## config.mk

```make
export PLATFORM = sky130hd
export DESIGN_NAME = dp_ctrl_fsm
export DESIGN_NICKNAME = d
export VERILOG_FILES = /design/src/rtl/dp_ctrl_pkg.sv /design/src/rtl/dp_ctrl_fsm.sv
export SDC_FILE = /design/constraint.sdc
export NUM_CORES = 1
export LEC_CHECK = 0
export CAP_MARGIN = 20
export CORE_AREA = 3 3 45 47
export DETAILED_ROUTE_END_ITERATION = 16
export DIE_AREA = 0 0 48 50
export PLACE_DENSITY = 0.8
export SLEW_MARGIN = 5
export SYNTH_ARGS = -nofsm -noshare
export SYNTH_HDL_FRONTEND = slang
export SYNTH_SLANG_ARGS = --single-unit
```

## constraint.sdc

```tcl
create_clock -name clk -period 2.7 [get_ports clk]
set_clock_uncertainty 0.2 [all_clocks]
set_input_delay 0.81 -clock clk [delete_from_list [all_inputs] [get_ports clk]]
set_output_delay 0.81 -clock clk [all_outputs]
set_load 0.05 [all_outputs]
```

## src/rtl/dp_ctrl_pkg.sv

```systemverilog
// Shared types and constants for the sum(1..LIMIT) sequencer and its datapath.
// Register-file roles: R1 loop index, R2 running sum, R3 constant 1, R4 limit.
package dp_ctrl_pkg;

    typedef enum logic [2:0] {
        ALU_ADD = 3'd0,
        ALU_SUB = 3'd1,
        ALU_AND = 3'd2,
        ALU_OR  = 3'd3,
        ALU_XOR = 3'd4,
        ALU_NOT = 3'd5
    } alu_op_e;

    localparam logic [2:0] R_ZERO = 3'd0;
    localparam logic [2:0] R_I    = 3'd1;
    localparam logic [2:0] R_SUM  = 3'd2;
    localparam logic [2:0] R_ONE  = 3'd3;
    localparam logic [2:0] R_LIM  = 3'd4;

    typedef enum logic [3:0] {
        ST_IDLE  = 4'd0,
        ST_ONE   = 4'd1,
        ST_CLR_I = 4'd2,
        ST_CLR_S = 4'd3,
        ST_CLR_L = 4'd4,
        ST_LIM   = 4'd5,
        ST_INC   = 4'd6,
        ST_CMP   = 4'd7,
        ST_ACC   = 4'd8,
        ST_OUT   = 4'd9,
        ST_DONE  = 4'd10
    } state_e;

endpackage

```

## src/rtl/dp_ctrl_fsm.sv

```systemverilog
// Moore controller sequencing the 8-bit RF/ALU datapath to compute sum(1..LIMIT) mod 256.
// Optional DP_CTRL_STEP_EN adds a step input that gates state advance and side-effect strobes.
//
// state  | meaning
// -------+---------------------------------------------------------------
// IDLE   | waiting for start, all outputs low
// ONE    | R3 <= 1
// CLR_I  | R1 <= 0
// CLR_S  | R2 <= 0
// CLR_L  | R4 <= 0
// LIM    | R4 <= R4 + 1, repeated LIMIT times to build the bound in the RF
// INC    | R1 <= R1 + 1
// CMP    | ALU computes R4 - R1; iLe10 reports 1 <= i <= LIMIT
// ACC    | R2 <= R2 + R1
// OUT    | output register loads R2
// DONE   | one-cycle done pulse, back to IDLE
module dp_ctrl_fsm
    import dp_ctrl_pkg::*;
#(
    parameter int unsigned LIMIT = 10
) (
    input  logic       clk,
    input  logic       reset,
    input  logic       start,
`ifdef DP_CTRL_STEP_EN
    input  logic       step,
`endif
    input  logic       iLe10,
    output logic       RFSrcMuxSel,
    output logic [2:0] aluOp,
    output logic [2:0] readAddr1,
    output logic [2:0] readAddr2,
    output logic [2:0] writeAddr,
    output logic       writeEn,
    output logic       outBuf,
    output logic       busy,
    output logic       done
);

    localparam logic [3:0] S_IDLE  = ST_IDLE;
    localparam logic [3:0] S_ONE   = ST_ONE;
    localparam logic [3:0] S_CLR_I = ST_CLR_I;
    localparam logic [3:0] S_CLR_S = ST_CLR_S;
    localparam logic [3:0] S_CLR_L = ST_CLR_L;
    localparam logic [3:0] S_LIM   = ST_LIM;
    localparam logic [3:0] S_INC   = ST_INC;
    localparam logic [3:0] S_CMP   = ST_CMP;
    localparam logic [3:0] S_ACC   = ST_ACC;
    localparam logic [3:0] S_OUT   = ST_OUT;
    localparam logic [3:0] S_DONE  = ST_DONE;

    // Only meaningful when LIMIT > 0; the LIM state is bypassed otherwise.
    localparam logic [7:0] LIM_LAST = 8'(LIMIT - 1);

    logic [3:0] state;
    logic [3:0] state_nxt;
    logic [7:0] lim_cnt;
    logic       step_en;
    logic       advance;
    logic       we_raw;
    logic       ob_raw;
    logic       done_raw;

`ifdef DP_CTRL_STEP_EN
    assign step_en = step;
`else
    assign step_en = 1'b1;
`endif

    // IDLE keeps watching start every cycle even when stepping is throttled.
    assign advance = step_en | (state == S_IDLE);

    always_comb begin
        state_nxt = state;
        case (state)
            S_IDLE:  if (start) state_nxt = S_ONE;
            S_ONE:   state_nxt = S_CLR_I;
            S_CLR_I: state_nxt = S_CLR_S;
            S_CLR_S: state_nxt = S_CLR_L;
            S_CLR_L: state_nxt = (LIMIT > 0) ? S_LIM : S_INC;
            S_LIM:   if (lim_cnt == LIM_LAST) state_nxt = S_INC;
            S_INC:   state_nxt = S_CMP;
            S_CMP:   state_nxt = iLe10 ? S_ACC : S_DONE;
            S_ACC:   state_nxt = S_OUT;
            S_OUT:   state_nxt = S_INC;
            S_DONE:  state_nxt = S_IDLE;
            default: state_nxt = S_IDLE;
        endcase
    end

    always_ff @(posedge clk or negedge reset) begin
        if (!reset) begin
            state   <= S_IDLE;
            lim_cnt <= 8'd0;
        end else if (advance) begin
            state <= state_nxt;
            if (state == S_LIM) begin
                lim_cnt <= (state_nxt == S_LIM) ? lim_cnt + 8'd1 : 8'd0;
            end
        end
    end

    always_comb begin
        RFSrcMuxSel = 1'b0;
        aluOp       = ALU_ADD;
        readAddr1   = R_ZERO;
        readAddr2   = R_ZERO;
        writeAddr   = R_ZERO;
        we_raw      = 1'b0;
        ob_raw      = 1'b0;
        done_raw    = 1'b0;
        case (state)
            S_ONE: begin
                RFSrcMuxSel = 1'b1;
                writeAddr   = R_ONE;
                we_raw      = 1'b1;
            end
            S_CLR_I: begin
                writeAddr = R_I;
                we_raw    = 1'b1;
            end
            S_CLR_S: begin
                writeAddr = R_SUM;
                we_raw    = 1'b1;
            end
            S_CLR_L: begin
                writeAddr = R_LIM;
                we_raw    = 1'b1;
            end
            S_LIM: begin
                readAddr1 = R_LIM;
                readAddr2 = R_ONE;
                writeAddr = R_LIM;
                we_raw    = 1'b1;
            end
            S_INC: begin
                readAddr1 = R_I;
                readAddr2 = R_ONE;
                writeAddr = R_I;
                we_raw    = 1'b1;
            end
            S_CMP: begin
                readAddr1 = R_LIM;
                readAddr2 = R_I;
                aluOp     = ALU_SUB;
            end
            S_ACC: begin
                readAddr1 = R_SUM;
                readAddr2 = R_I;
                writeAddr = R_SUM;
                we_raw    = 1'b1;
            end
            S_OUT: begin
                readAddr1 = R_SUM;
                ob_raw    = 1'b1;
            end
            S_DONE: done_raw = 1'b1;
            default: ;
        endcase
    end

    assign busy    = (state != S_IDLE);
    assign writeEn = we_raw & step_en;
    assign outBuf  = ob_raw & step_en;
    assign done    = done_raw & step_en;

endmodule
```

# ---- Word-level counts from Yosys, hierarchy flattened
# Index checks and enable logic that the tools add are counted.
dict set report word_totals {
  ff_bits 12
  input_bits 4
}
dict set report classes {
  add_sub_neg 1
  n_eq_ne 12
  n_mux 13
  reduce_logical 10
}
# cell n
set op_table {}
lappend op_table {{4-bit one-hot mux with 10 select lines} 1}
lappend op_table {{4-bit by 3-bit equality test with 1-bit output, second input constant} 5}
lappend op_table {{2-bit OR reduction} 7}
lappend op_table {{4-bit equality test, second input constant} 3}
lappend op_table {{3-bit one-hot mux with 4 select lines} 1}
lappend op_table {{3-bit one-hot mux with 3 select lines} 1}
lappend op_table {{8-bit by 1-bit adder with 8-bit output, second input constant} 1}
lappend op_table {{4-bit by 2-bit equality test with 1-bit output, second input constant} 2}
lappend op_table {{8-bit by 4-bit equality test with 1-bit output, second input constant} 1}
lappend op_table {{4-bit two-way mux} 2}
lappend op_table {{8-bit two-way mux} 1}
lappend op_table {{7-bit OR reduction} 1}
lappend op_table {{1-bit two-way mux} 5}
lappend op_table {{4-bit by 1-bit equality test with 1-bit output, second input constant} 1}
lappend op_table {{4-bit zero test} 1}
lappend op_table {{2-bit one-hot mux with 2 select lines} 1}
lappend op_table {{4-bit nonzero test} 1}
lappend op_table {{2-bit two-way mux} 1}

# ---- Logic depth before layout (Yosys ltp)
dict set report logic_depth {
  ltp_word 5
  depth_mapped 5
  ltp_nobuf 5
}

# ---- Least setup slack after synthesis
# Ideal clock, no wire load.
dict set report synth_path {
  kind {flip-flop to output port}
  start {register state[2]}
  end {output readAddr2[0]}
  t_arrival_ns 1.893
  required_time_ns 1.690
  setup_slack_ns -0.203
  path_stages_with_launch 5
  path_cell_list {dfrtp_1 buf_2 nand2b_1 clkbuf_1 o21ai_0}
}
dict set report synth_via {
  elab_chain_len 3
  elab_cells_between_ends 7
  classes_between {eq/ne: 4; mux: 1; reduce/logical: 2}
}
# item line_no
set synth_rtl {}
lappend synth_rtl {{from (decl)} dp_ctrl_fsm.sv:55} ;# logic [3:0] state;
lappend synth_rtl {{from (signal assigned)} dp_ctrl_fsm.sv:96} ;# state <= state_nxt;
lappend synth_rtl {{4-bit equality test or 4-bit by 3-bit equality test with 1-bit output (tied branches)} dp_ctrl_fsm.sv:112} ;# case (state)
lappend synth_rtl {{2-bit OR reduction (no line)} -}
lappend synth_rtl {{2-bit one-hot mux with 2 select lines (*)} dp_ctrl_fsm.sv:112}
lappend synth_rtl {{to (decl)} dp_ctrl_fsm.sv:32} ;# output logic [2:0] readAddr2,
# Every way passes the cells marked *; elsewhere a longest branch is shown, timed or not.

# ---- Worst setup path after layout
dict set report layout_path {
  start {register state[0]}
  end {output writeEn}
}
dict set report layout_via {
  elab_chain_len 3
  elab_cells_between_ends 9
  classes_between {eq/ne: 7; mux: 1; reduce/logical: 1}
}
# item line_no
set layout_rtl {}
lappend layout_rtl {{4-bit by 3-bit equality test with 1-bit output (tied with other cells)} dp_ctrl_fsm.sv:112}
lappend layout_rtl {{7-bit OR reduction (no line) (*)} -}
lappend layout_rtl {{1-bit two-way mux (*)} dp_ctrl_fsm.sv:112}
lappend layout_rtl {{to (decl)} dp_ctrl_fsm.sv:34} ;# output logic writeEn,
# Marks and branches as above.

==> results.ini <==
[outcome]
status=completed

[clock_network]
clock_sinks=12
cts_made_buffers=3
cts-root-buf=clkbuf_4
clockBufferDepth=2
clkSlewWorstSetupHoldPaths_ns=0.08
cts-resized-gates=0
hold_buffers=0
cts.htree.levels=1
clk_latency_ns=0.28
cts_tree=yes
post_cts_buffers=0

[drt]
vias=725
drtAntennaViolNets=0
drtPass1Iterations=4
drc=0
wl_per_cell_um=14.8
wirelength_um=1880
drt-initial-drc-count=26
via_per_inst=5.71

[yosys]
avgSynthCellArea_um2=8.66
synth_async_sr_flop_share=1.00
synth-seq-cells=12
ys_seq_area_frac=0.358
syn_area_um2=840
synth_warnings=0
synth_top_cells_by_count=12 x dfrtp_1, 12 x nand2_1, 11 x nor2_1
synth_top_cell_by_area=dfrtp_1
synth-edff-count=0
synth_ff_type=dfrtp_1
synthTopCellsByArea=dfrtp_1 36%, nand2_1 5.4%, nor2_1 4.9%
synth_top_area_share=0.358
synthDistinctLibCells=35
synthCells=97

[sta]
relSlewSlack=0.653
setup_viol=0
fmax_ghz=0.386
hold_violations=0
slew_violations=0
min_period_ns=2.59
tightest_slew_ns=0.519
rsz0062_at_grt=false
timing.final.ws_setup_ns=0.107
tns_ns=0
fin_crit_sh=0.960

[critical_path]
cp.arrival_ns=1.58
start_kind=flip-flop
worstPathMaxFanout=12
worstPathRequired_ns=1.69
cp-end-kind=primary output
critical_path_class=flip-flop to primary output

[floorplanning]
initial_core_util=0.497
die_w_um=48
pin_count=21
core_um2=1690
die_area_um2=2400
die_h_um=50
fp-row-count=15

[run]
timing.max_cap.violations=0

[finish]
drive_gt1_frac=0.245
final_nets=117
fin_area_um2=1160
fill_cells=131
antenna_cells_inserted=0
syn2layout_area_growth_pct=38.2

[grt]
grt_pass1_wl_um=3200
grt_max_degree=18
overflow=0
antenna_found_initial=0
grt_pass1_vias=746
grt_use_total=0.184

[place]
io_buffers=17
place_area_um2=1110
gp_congestion=0.857
dpl.hpwl_um=1450
pre_cts_slack_ns=0.378

[worst_hold_path]
holdCritPathClass=flip-flop to flip-flop

-- layout make-up --
| cell class | instances | area, µm² | share of cell area |
|---|---|---|---|
| flip-flops and latches | 12 | 304 | 0.262 |
| well taps | 17 | 21.3 | 0.0183 |
| multi-input cells | 72 | 469 | 0.405 |
| inverters | 5 | 18.8 | 0.0162 |
| repair buffers | 17 | 310 | 0.268 |
| clock buffers | 4 | 36.3 | 0.0313 |
-- cells in the final DEF, fill, tap and decap left out, types with 2 or more instances in the layout --
cell type,instances
a21oi_1,5
buf_12,14
clkbuf_4,3
clkdlybuf4s50_1,3
conb_1,3
dfrtp_1,9
dfrtp_2,3
ha_1,2
inv_1,5
nand2_1,12
nand2b_1,3
nand3_1,4
nor2_1,11
nor3_1,2
nor4_1,2
o211a_1,2
o21ai_0,4
xor2_1,4
-- critical path, stage by stage (launching register included) --
cell and delay (ns):
dfrtp_1 0.54, nor2_1 0.25, nand3_1 0.18, o211a_1 0.20, buf_12 0.15
-- flip-flops by register name (all words and copies together) (netlist names) --
register and count:
state 4, lim_cnt 8
-- path summary, 6_finish.rpt --
check                           start    endpoint  slack [ns]  depth (start not counted)
min reg2reg                lim_cnt[7]  lim_cnt[7]        0.28                          1
max reg2reg                lim_cnt[0]    state[1]        1.05                          4
max in group asynchronous       reset    state[2]        1.25                          1
min in group asynchronous       reset  lim_cnt[2]        0.67                          1
max                          state[0]     writeEn        0.11                          4
min                        lim_cnt[7]  lim_cnt[7]        0.28                          1
-- metal layers --
layer / GRT usage / vias to the layer above / wire, µm
met3: 0.0438 / 9 / 59
met5: 0 / - / 0
met4: 0.0807 / 0 / 51
met1: 0.229 / 344 / 770
li1: - / 356 / -
met2: 0.289 / 16 / 995
-- cells by family (layout without fill, tap and decap cells) --
family          count (synthesis)  after routing  synth area share
compound gates                 18             18             0.148
simple gates                   44             44             0.304
other cells                     1              3           0.00447
flops                          12             12             0.358
xor+xnor                        5              5            0.0522
fa+ha+maj                       2              2            0.0298
buf+inv                        15             26             0.104
-- per-stage QoR --
step / hold slack (ns) / instances / util
4_1_cts: 0.279 / 127 / 0.681
3_5_place_dp: 0.266 / 123 / 0.660
5_1_grt: 0.288 / 127 / 0.687
3_3_place_gp: 0.257 / 123 / 0.660
2_1_floorplan: 0.243 / 99 / -
6_report: 0.282 / 127 / 0.687
Power is not shown: default switching activity piles up to over one toggle a cycle in this logic, so the estimate is an artifact.
